[config.mk]
export PLATFORM = sky130hd
export DESIGN_NAME = secuenciador_etapas_pid
export DESIGN_NICKNAME = d
export VERILOG_FILES = /design/src/rtl/secuenciador_etapas_pid_pkg.sv /design/src/rtl/secuenciador_etapas_pid_divisor_muestreo.sv /design/src/rtl/secuenciador_etapas_pid.sv
export SDC_FILE = /design/constraint.sdc
export NUM_CORES = 1
export LEC_CHECK = 0
export CORE_MARGIN = 10
export CORE_UTILIZATION = 55
export DETAILED_ROUTE_END_ITERATION = 8
export PLACE_DENSITY = 0.87
export SETUP_SLACK_MARGIN = 0.02
export SYNTH_ARGS = -nofsm -noshare
export SYNTH_HDL_FRONTEND = slang
export SYNTH_HIERARCHICAL = 1
export SYNTH_SLANG_ARGS = --single-unit
[constraint.sdc]
create_clock -name clk -period 2.37 [get_ports clk]
set_input_delay 0.5925 -clock clk [delete_from_list [all_inputs] [get_ports clk]]
set_output_delay 0.5925 -clock clk [all_outputs]
set_load 0.005 [all_outputs]
[src/rtl/secuenciador_etapas_pid_pkg.sv]
// Shared definitions for the PID stage sequencer: FSM state codes,
// stage index constants and the stage-index to strobe decoder.
package secuenciador_etapas_pid_pkg;

    // Sequencer FSM states
    typedef enum logic [2:0] {
        ST_IDLE     = 3'd0,
        ST_ADC_REQ  = 3'd1,
        ST_ADC_WAIT = 3'd2,
        ST_STAGE    = 3'd3,
        ST_DAC_XFER = 3'd4
    } estado_e;

    // Stage indices: etapa1 is index 0, etapa5 (store yant) is the last one
    localparam logic [2:0] ETAPA_PRIMERA = 3'd0;
    localparam logic [2:0] ETAPA_ULTIMA  = 3'd4;

    // Map a stage index onto its one-hot strobe vector (bit 0 = etapa1)
    function automatic logic [4:0] etapa_onehot(input logic [2:0] idx);
        logic [4:0] vec;
        case (idx)
            3'd0:    vec = 5'b00001;
            3'd1:    vec = 5'b00010;
            3'd2:    vec = 5'b00100;
            3'd3:    vec = 5'b01000;
            3'd4:    vec = 5'b10000;
            default: vec = 5'b00000;
        endcase
        return vec;
    endfunction

endpackage

[src/rtl/secuenciador_etapas_pid_divisor_muestreo.sv]
// Sample-rate divider: counts 0..SAMPLE_DIV-1 while enabled and flags the
// terminal count with a one-cycle tick. Disabling holds the count at zero.
module divisor_muestreo #(
    parameter int unsigned SAMPLE_DIV = 1000
) (
    input  logic clk,
    input  logic rst,
    input  logic en_i,
    output logic tick_o
);

    localparam int CW = $clog2(SAMPLE_DIV);
    localparam logic [CW-1:0] CNT_LAST = CW'(SAMPLE_DIV - 1);

    logic [CW-1:0] cnt_q;
    logic [CW-1:0] cnt_d;

    // Next count: clear when disabled or at terminal count, else increment
    always_comb begin
        cnt_d = cnt_q;
        if (!en_i) begin
            cnt_d = '0;
        end else if (cnt_q == CNT_LAST) begin
            cnt_d = '0;
        end else begin
            cnt_d = cnt_q + 1'b1;
        end
    end

    // Count register with asynchronous active-low reset
    always_ff @(posedge clk or negedge rst) begin
        if (!rst) begin
            cnt_q <= '0;
        end else begin
            cnt_q <= cnt_d;
        end
    end

    assign tick_o = en_i && (cnt_q == CNT_LAST);

endmodule

[src/rtl/secuenciador_etapas_pid.sv]
// PID stage sequencer: per sample tick it requests an ADC conversion, waits
// for the result (with timeout), fires etapa1..etapa5 in order, then hands
// the control word to the DAC with a valid/ready transfer. Overruns and ADC
// timeouts are reported through sticky flags. All outputs are registered.
module secuenciador_etapas_pid
    import secuenciador_etapas_pid_pkg::*;
#(
    parameter int unsigned SAMPLE_DIV  = 1000,
    parameter int unsigned STAGE_GAP   = 1,
    parameter int unsigned ADC_TIMEOUT = 255
) (
    input  logic clk,
    input  logic rst,
    input  logic en,
    input  logic adc_done,
    input  logic dac_ready,
    input  logic clr_err,
    output logic adc_start,
    output logic etapa1,
    output logic etapa2,
    output logic etapa3,
    output logic etapa4,
    output logic etapa5,
    output logic dac_load,
    output logic busy,
    output logic overrun,
    output logic adc_err
);

    localparam int WAIT_W = (ADC_TIMEOUT > 1) ? $clog2(ADC_TIMEOUT) : 1;
    localparam int GAP_W  = (STAGE_GAP > 1) ? $clog2(STAGE_GAP) : 1;
    localparam logic [WAIT_W-1:0] WAIT_LAST = WAIT_W'(ADC_TIMEOUT - 1);
    localparam logic [GAP_W-1:0]  GAP_LAST  = GAP_W'(STAGE_GAP - 1);

    logic tick_s;

    estado_e           state_q, state_d;
    logic [WAIT_W-1:0] wait_cnt_q, wait_cnt_d;
    logic [GAP_W-1:0]  gap_cnt_q, gap_cnt_d;
    logic [2:0]        etapa_idx_q, etapa_idx_d;
    logic              timeout_s;
    logic              overrun_set_s;

    logic       adc_start_q, adc_start_d;
    logic [4:0] etapa_q, etapa_d;
    logic       dac_load_q, dac_load_d;
    logic       busy_q, busy_d;
    logic       overrun_q, overrun_d;
    logic       adc_err_q, adc_err_d;

    divisor_muestreo #(
        .SAMPLE_DIV (SAMPLE_DIV)
    ) u_divisor (
        .clk    (clk),
        .rst    (rst),
        .en_i   (en),
        .tick_o (tick_s)
    );

    // FSM state and sequencing counters
    always_ff @(posedge clk or negedge rst) begin
        if (!rst) begin
            state_q     <= ST_IDLE;
            wait_cnt_q  <= '0;
            gap_cnt_q   <= '0;
            etapa_idx_q <= ETAPA_PRIMERA;
        end else begin
            state_q     <= state_d;
            wait_cnt_q  <= wait_cnt_d;
            gap_cnt_q   <= gap_cnt_d;
            etapa_idx_q <= etapa_idx_d;
        end
    end

    // Next-state logic; ticks outside IDLE are ignored here (overrun path)
    always_comb begin
        state_d     = state_q;
        wait_cnt_d  = wait_cnt_q;
        gap_cnt_d   = gap_cnt_q;
        etapa_idx_d = etapa_idx_q;
        timeout_s   = 1'b0;
        case (state_q)
            ST_IDLE: begin
                if (tick_s) begin
                    state_d = ST_ADC_REQ;
                end else begin
                    state_d = ST_IDLE;
                end
            end
            ST_ADC_REQ: begin
                state_d    = ST_ADC_WAIT;
                wait_cnt_d = '0;
            end
            ST_ADC_WAIT: begin
                if (adc_done) begin
                    state_d     = ST_STAGE;
                    etapa_idx_d = ETAPA_PRIMERA;
                    gap_cnt_d   = '0;
                end else if (wait_cnt_q == WAIT_LAST) begin
                    state_d   = ST_IDLE;
                    timeout_s = 1'b1;
                end else begin
                    wait_cnt_d = wait_cnt_q + 1'b1;
                end
            end
            ST_STAGE: begin
                // The last strobe hands over to the DAC on the very next cycle
                if (etapa_idx_q == ETAPA_ULTIMA) begin
                    state_d = ST_DAC_XFER;
                end else if (gap_cnt_q == GAP_LAST) begin
                    etapa_idx_d = etapa_idx_q + 3'd1;
                    gap_cnt_d   = '0;
                end else begin
                    gap_cnt_d = gap_cnt_q + 1'b1;
                end
            end
            ST_DAC_XFER: begin
                if (dac_ready) begin
                    state_d = ST_IDLE;
                end else begin
                    state_d = ST_DAC_XFER;
                end
            end
            default: begin
                state_d = ST_IDLE;
            end
        endcase
    end

    // Output decode from the upcoming state so outputs line up with state_q
    always_comb begin
        adc_start_d   = (state_d == ST_ADC_REQ);
        dac_load_d    = (state_d == ST_DAC_XFER);
        busy_d        = (state_d != ST_IDLE);
        overrun_set_s = tick_s && (state_q != ST_IDLE);
        if ((state_d == ST_STAGE) && (gap_cnt_d == '0)) begin
            etapa_d = etapa_onehot(etapa_idx_d);
        end else begin
            etapa_d = 5'b00000;
        end
        // Sticky flags: a set event outranks a simultaneous clear
        if (overrun_set_s) begin
            overrun_d = 1'b1;
        end else if (clr_err) begin
            overrun_d = 1'b0;
        end else begin
            overrun_d = overrun_q;
        end
        if (timeout_s) begin
            adc_err_d = 1'b1;
        end else if (clr_err) begin
            adc_err_d = 1'b0;
        end else begin
            adc_err_d = adc_err_q;
        end
    end

    // Output registers
    always_ff @(posedge clk or negedge rst) begin
        if (!rst) begin
            adc_start_q <= 1'b0;
            etapa_q     <= 5'b00000;
            dac_load_q  <= 1'b0;
            busy_q      <= 1'b0;
            overrun_q   <= 1'b0;
            adc_err_q   <= 1'b0;
        end else begin
            adc_start_q <= adc_start_d;
            etapa_q     <= etapa_d;
            dac_load_q  <= dac_load_d;
            busy_q      <= busy_d;
            overrun_q   <= overrun_d;
            adc_err_q   <= adc_err_d;
        end
    end

    assign adc_start = adc_start_q;
    assign etapa1    = etapa_q[0];
    assign etapa2    = etapa_q[1];
    assign etapa3    = etapa_q[2];
    assign etapa4    = etapa_q[3];
    assign etapa5    = etapa_q[4];
    assign dac_load  = dac_load_q;
    assign busy      = busy_q;
    assign overrun   = overrun_q;
    assign adc_err   = adc_err_q;

endmodule
==> results.sh <==
export IMPL_grt_overflow=0
export IMPL_post_dp_cell_area_um2=2000
export IMPL_regArea_um2=876
export IMPL_synth_top_area_share_pct=49.4
export IMPL_coreArea_um2=3080
export IMPL_critPathArrivalTime_ns=2.46
export IMPL_crit_required_ns=2.65
export IMPL_drive_gt1_share_pct=7.80
export IMPL_p_per_area_nw_per_um2=542
export IMPL_vias=1499
export IMPL_grt_usage_pct=14.0
export IMPL_die_w_um=76.8
export IMPL_crit_fanout=4
export IMPL_synth_cell_types=45
export IMPL_clock_root_buffer="clkbuf_4"
export IMPL_critPathLaunchType="input pin"
export IMPL_cts_setup_buffers=0
export IMPL_areaGrowthSynthToFinish_pct=17.7
export IMPL_drt_iter0_markers=95
export IMPL_cts_hold_buf=0
export IMPL_hold_class="register to register"
export IMPL_clk_pin_slew_worst_paths_ns=0.12
export IMPL_grt_pass1_vias=1508
export IMPL_slew_viol_final=0
export IMPL_tightest_slew_ns=0.625
export IMPL_yosys_area_share_xor_xnor_pct=1.48
export IMPL_syn_area_per_cell_um2=9.85
export IMPL_numCtsBuffers=5
export IMPL_synth_top_family_by_area="simple AND/OR/NAND/NOR gates"
export IMPL_fill_cells=232
export IMPL_crit_start="adc_done"
export IMPL_yosysSeqAreaShare_pct=49.4
export IMPL_r2r_start="state_q[1]$_DFF_PN0_"
export IMPL_hpwl_um=2850
export IMPL_io_pins=16
export IMPL_ant_nets=0
export IMPL_routed_via_density=6.02
export IMPL_synth_common_cells="dfrtp_1 (35), nand3_1 (12), nor2_1 (12)"
export IMPL_yosys_most_used_dff="dfrtp_1"
export IMPL_multi_input_area_um2=830
export IMPL_clk_path_buf_depth=2
export IMPL_status="complete, no violations"
export IMPL_whs_ns=0.494
export IMPL_ctsResizeCount=0
export IMPL_antenna_found_initial=0
export IMPL_wl_per_cell_um=16.2
export IMPL_fin_nets=215
export IMPL_synthAdderAreaFrac_pct=3.53
export IMPL_place_gp_congestion=0.896
export IMPL_power_leakage_nw=0.838
export IMPL_ys_seq_elements=35
export IMPL_cts_tree="done"
export IMPL_syn_nets=191
export IMPL_grt_max_degree=36
export IMPL_relSlewSlack_pct=58.0
export IMPL_synth_compound_area_share_pct=15.1
export IMPL_finalSetupViolations=0
export IMPL_period_share_pct=91.8
export IMPL_drcViolationCount=0
export IMPL_syn_area_um2=1770
export IMPL_synthMuxAreaShare_pct=1.13
export IMPL_start_util_pct=57.6
export IMPL_rsz0062_at_grt="false"
export IMPL_dieArea_um2=5890
export IMPL_ys_warnings_count=6
export IMPL_yosys_area_top_type="dfrtp_1"
export IMPL_syn_inst=180
export IMPL_ctsHtreeMaxLevel=2
export IMPL_die_height_um=76.8
export IMPL_portBuffers=15
export IMPL_grt_pass1_wl_um=6930
export IMPL_hold_viol=0
export IMPL_clkLatencyLatePin_ns=0.35
export IMPL_clock_sinks=35
export IMPL_synth_enable_flop_cells=0
export IMPL_synth_simple_area_share_pct=25.5
export IMPL_fin_skew_ns=0.0133
export IMPL_fin_area_um2=2090
export IMPL_placementRows=20
export IMPL_synth_most_common_cell="dfrtp_1"
export IMPL_maxCapViolations=0
export IMPL_n_antenna_cell=0
export IMPL_crit_type="input pin to register"
export IMPL_vdd_drop_max_uv=375
export IMPL_cp_end_kind="register"
export IMPL_hold_start="u_divisor/cnt_q[0]$_DFF_PN0_"
export IMPL_fmax_mhz=460
export IMPL_min_period_ns=2.18
export IMPL_synth_area_leaders="dfrtp_1 (49%), ha_1 (3.5%), nand3_1 (3.4%)"
export IMPL_drtPass1Iterations=4
export IMPL_postRouteWirelength_um=4040
export IMPL_async_reset_ff_share_pct=100
==> state kept, by name, summed over array words and instances (netlist names), 3 cells and up <==
| name | cells |
|---|---|
| etapa_idx_q | 3 |
| etapa_q | 5 |
| state_q | 3 |
| wait_cnt_q | 8 |
| u_divisor/cnt_q | 10 |
==> per-layer routing <==
metal | up-vias | track usage [%] | wire (µm)
met5 | - | 0 | 0
met4 | 0 | 5.95 | 74
met3 | 9 | 5.13 | 232
met2 | 36 | 23.0 | 2010
met1 | 736 | 15.8 | 1720
li1 | 718 | - | -
==> cell type report <==
class / count / share of cell area (%)
Clock inverter: 2 / 1.68
Multi-Input combinational cell: 129 / 39.7
Sequential cell: 35 / 42.0
Inverter: 12 / 2.16
Clock buffer: 6 / 2.46
Tap cell: 44 / 2.64
Timing Repair Buffer: 21 / 9.35
==> path summary, 6_finish.rpt <==
check,endpoint,slack (ns),depth (start not counted)
max,wait_cnt_q[7]$_DFFE_PN0P_,0.19,5
max reg2reg,wait_cnt_q[7]$_DFFE_PN0P_,0.32,4
min,u_divisor/cnt_q[0]$_DFF_PN0_,0.49,1
max in group asynchronous,etapa_q[1]$_DFF_PN0_,1.41,2
min in group asynchronous,adc_err$_DFFE_PN0P_,0.64,2
min reg2reg,u_divisor/cnt_q[0]$_DFF_PN0_,0.49,1
==> cells in the final DEF (no fill, tap or decap), drive strengths merged, types with 4 or more instances in the layout <==
master	Yosys	layout
a21oi	9	9
a31oi	4	4
buf	1	6
clkbuf	3	6
clkdlybuf4s50	0	15
dfrtp	35	35
ha	5	5
inv	11	11
nand2	11	11
nand3	12	12
nand4	4	4
nor2	12	12
nor3	4	4
o21ai	9	9
or3	6	6
or4	4	4
==> report_power, final <==
group	internal (W)	switching, W	total, W	leakage [nW]
Sequential	0.000606	0.0000106	0.000616	0.459
Clock	0.000249	0.000218	0.000467	0.0482
Combinational	0.0000194	0.0000290	0.0000484	0.331
==> metrics by stage <==
| stage | TNS, ns | setup slack [ns] | util (%) | power (W) | std cells |
|---|---|---|---|---|---|
| 6_report | 0 | 0.194 | 67.8 | 0.00113 | 249 |
| 5_1_grt | 0 | 0.108 | 67.8 | 0.00116 | 249 |
| 4_1_cts | 0 | 0.219 | 67.8 | 0.00113 | 249 |
| 3_5_place_dp | -0.361 | -0.137 | 65.0 | 0.000676 | 241 |
| 3_3_place_gp | -0.105 | -0.0659 | 65.0 | 0.000672 | 241 |
| 2_1_floorplan | 0 | 0.420 | - | 0.000645 | 180 |
==> critical path: stages <==
cell and delay (ns):
clkdlybuf4s50_1 0.46, or3b_1 0.37, a2111o_1 0.47, nor4_1 0.34, mux2i_1 0.23
==> kinds of logic (layout without fill, tap and decap cells) <==
logic type | Yosys count | in the layout
AO/OA/AOI/OAI | 41 | 41
XOR/XNOR | 3 | 3
flip-flops | 35 | 35
buffers and inverters | 16 | 41
multiplexers | 2 | 2
AND/OR/NAND/NOR | 78 | 78
adder cells (fa/ha/maj) | 5 | 5
Note: power is estimated with default switching activity, not from simulation.
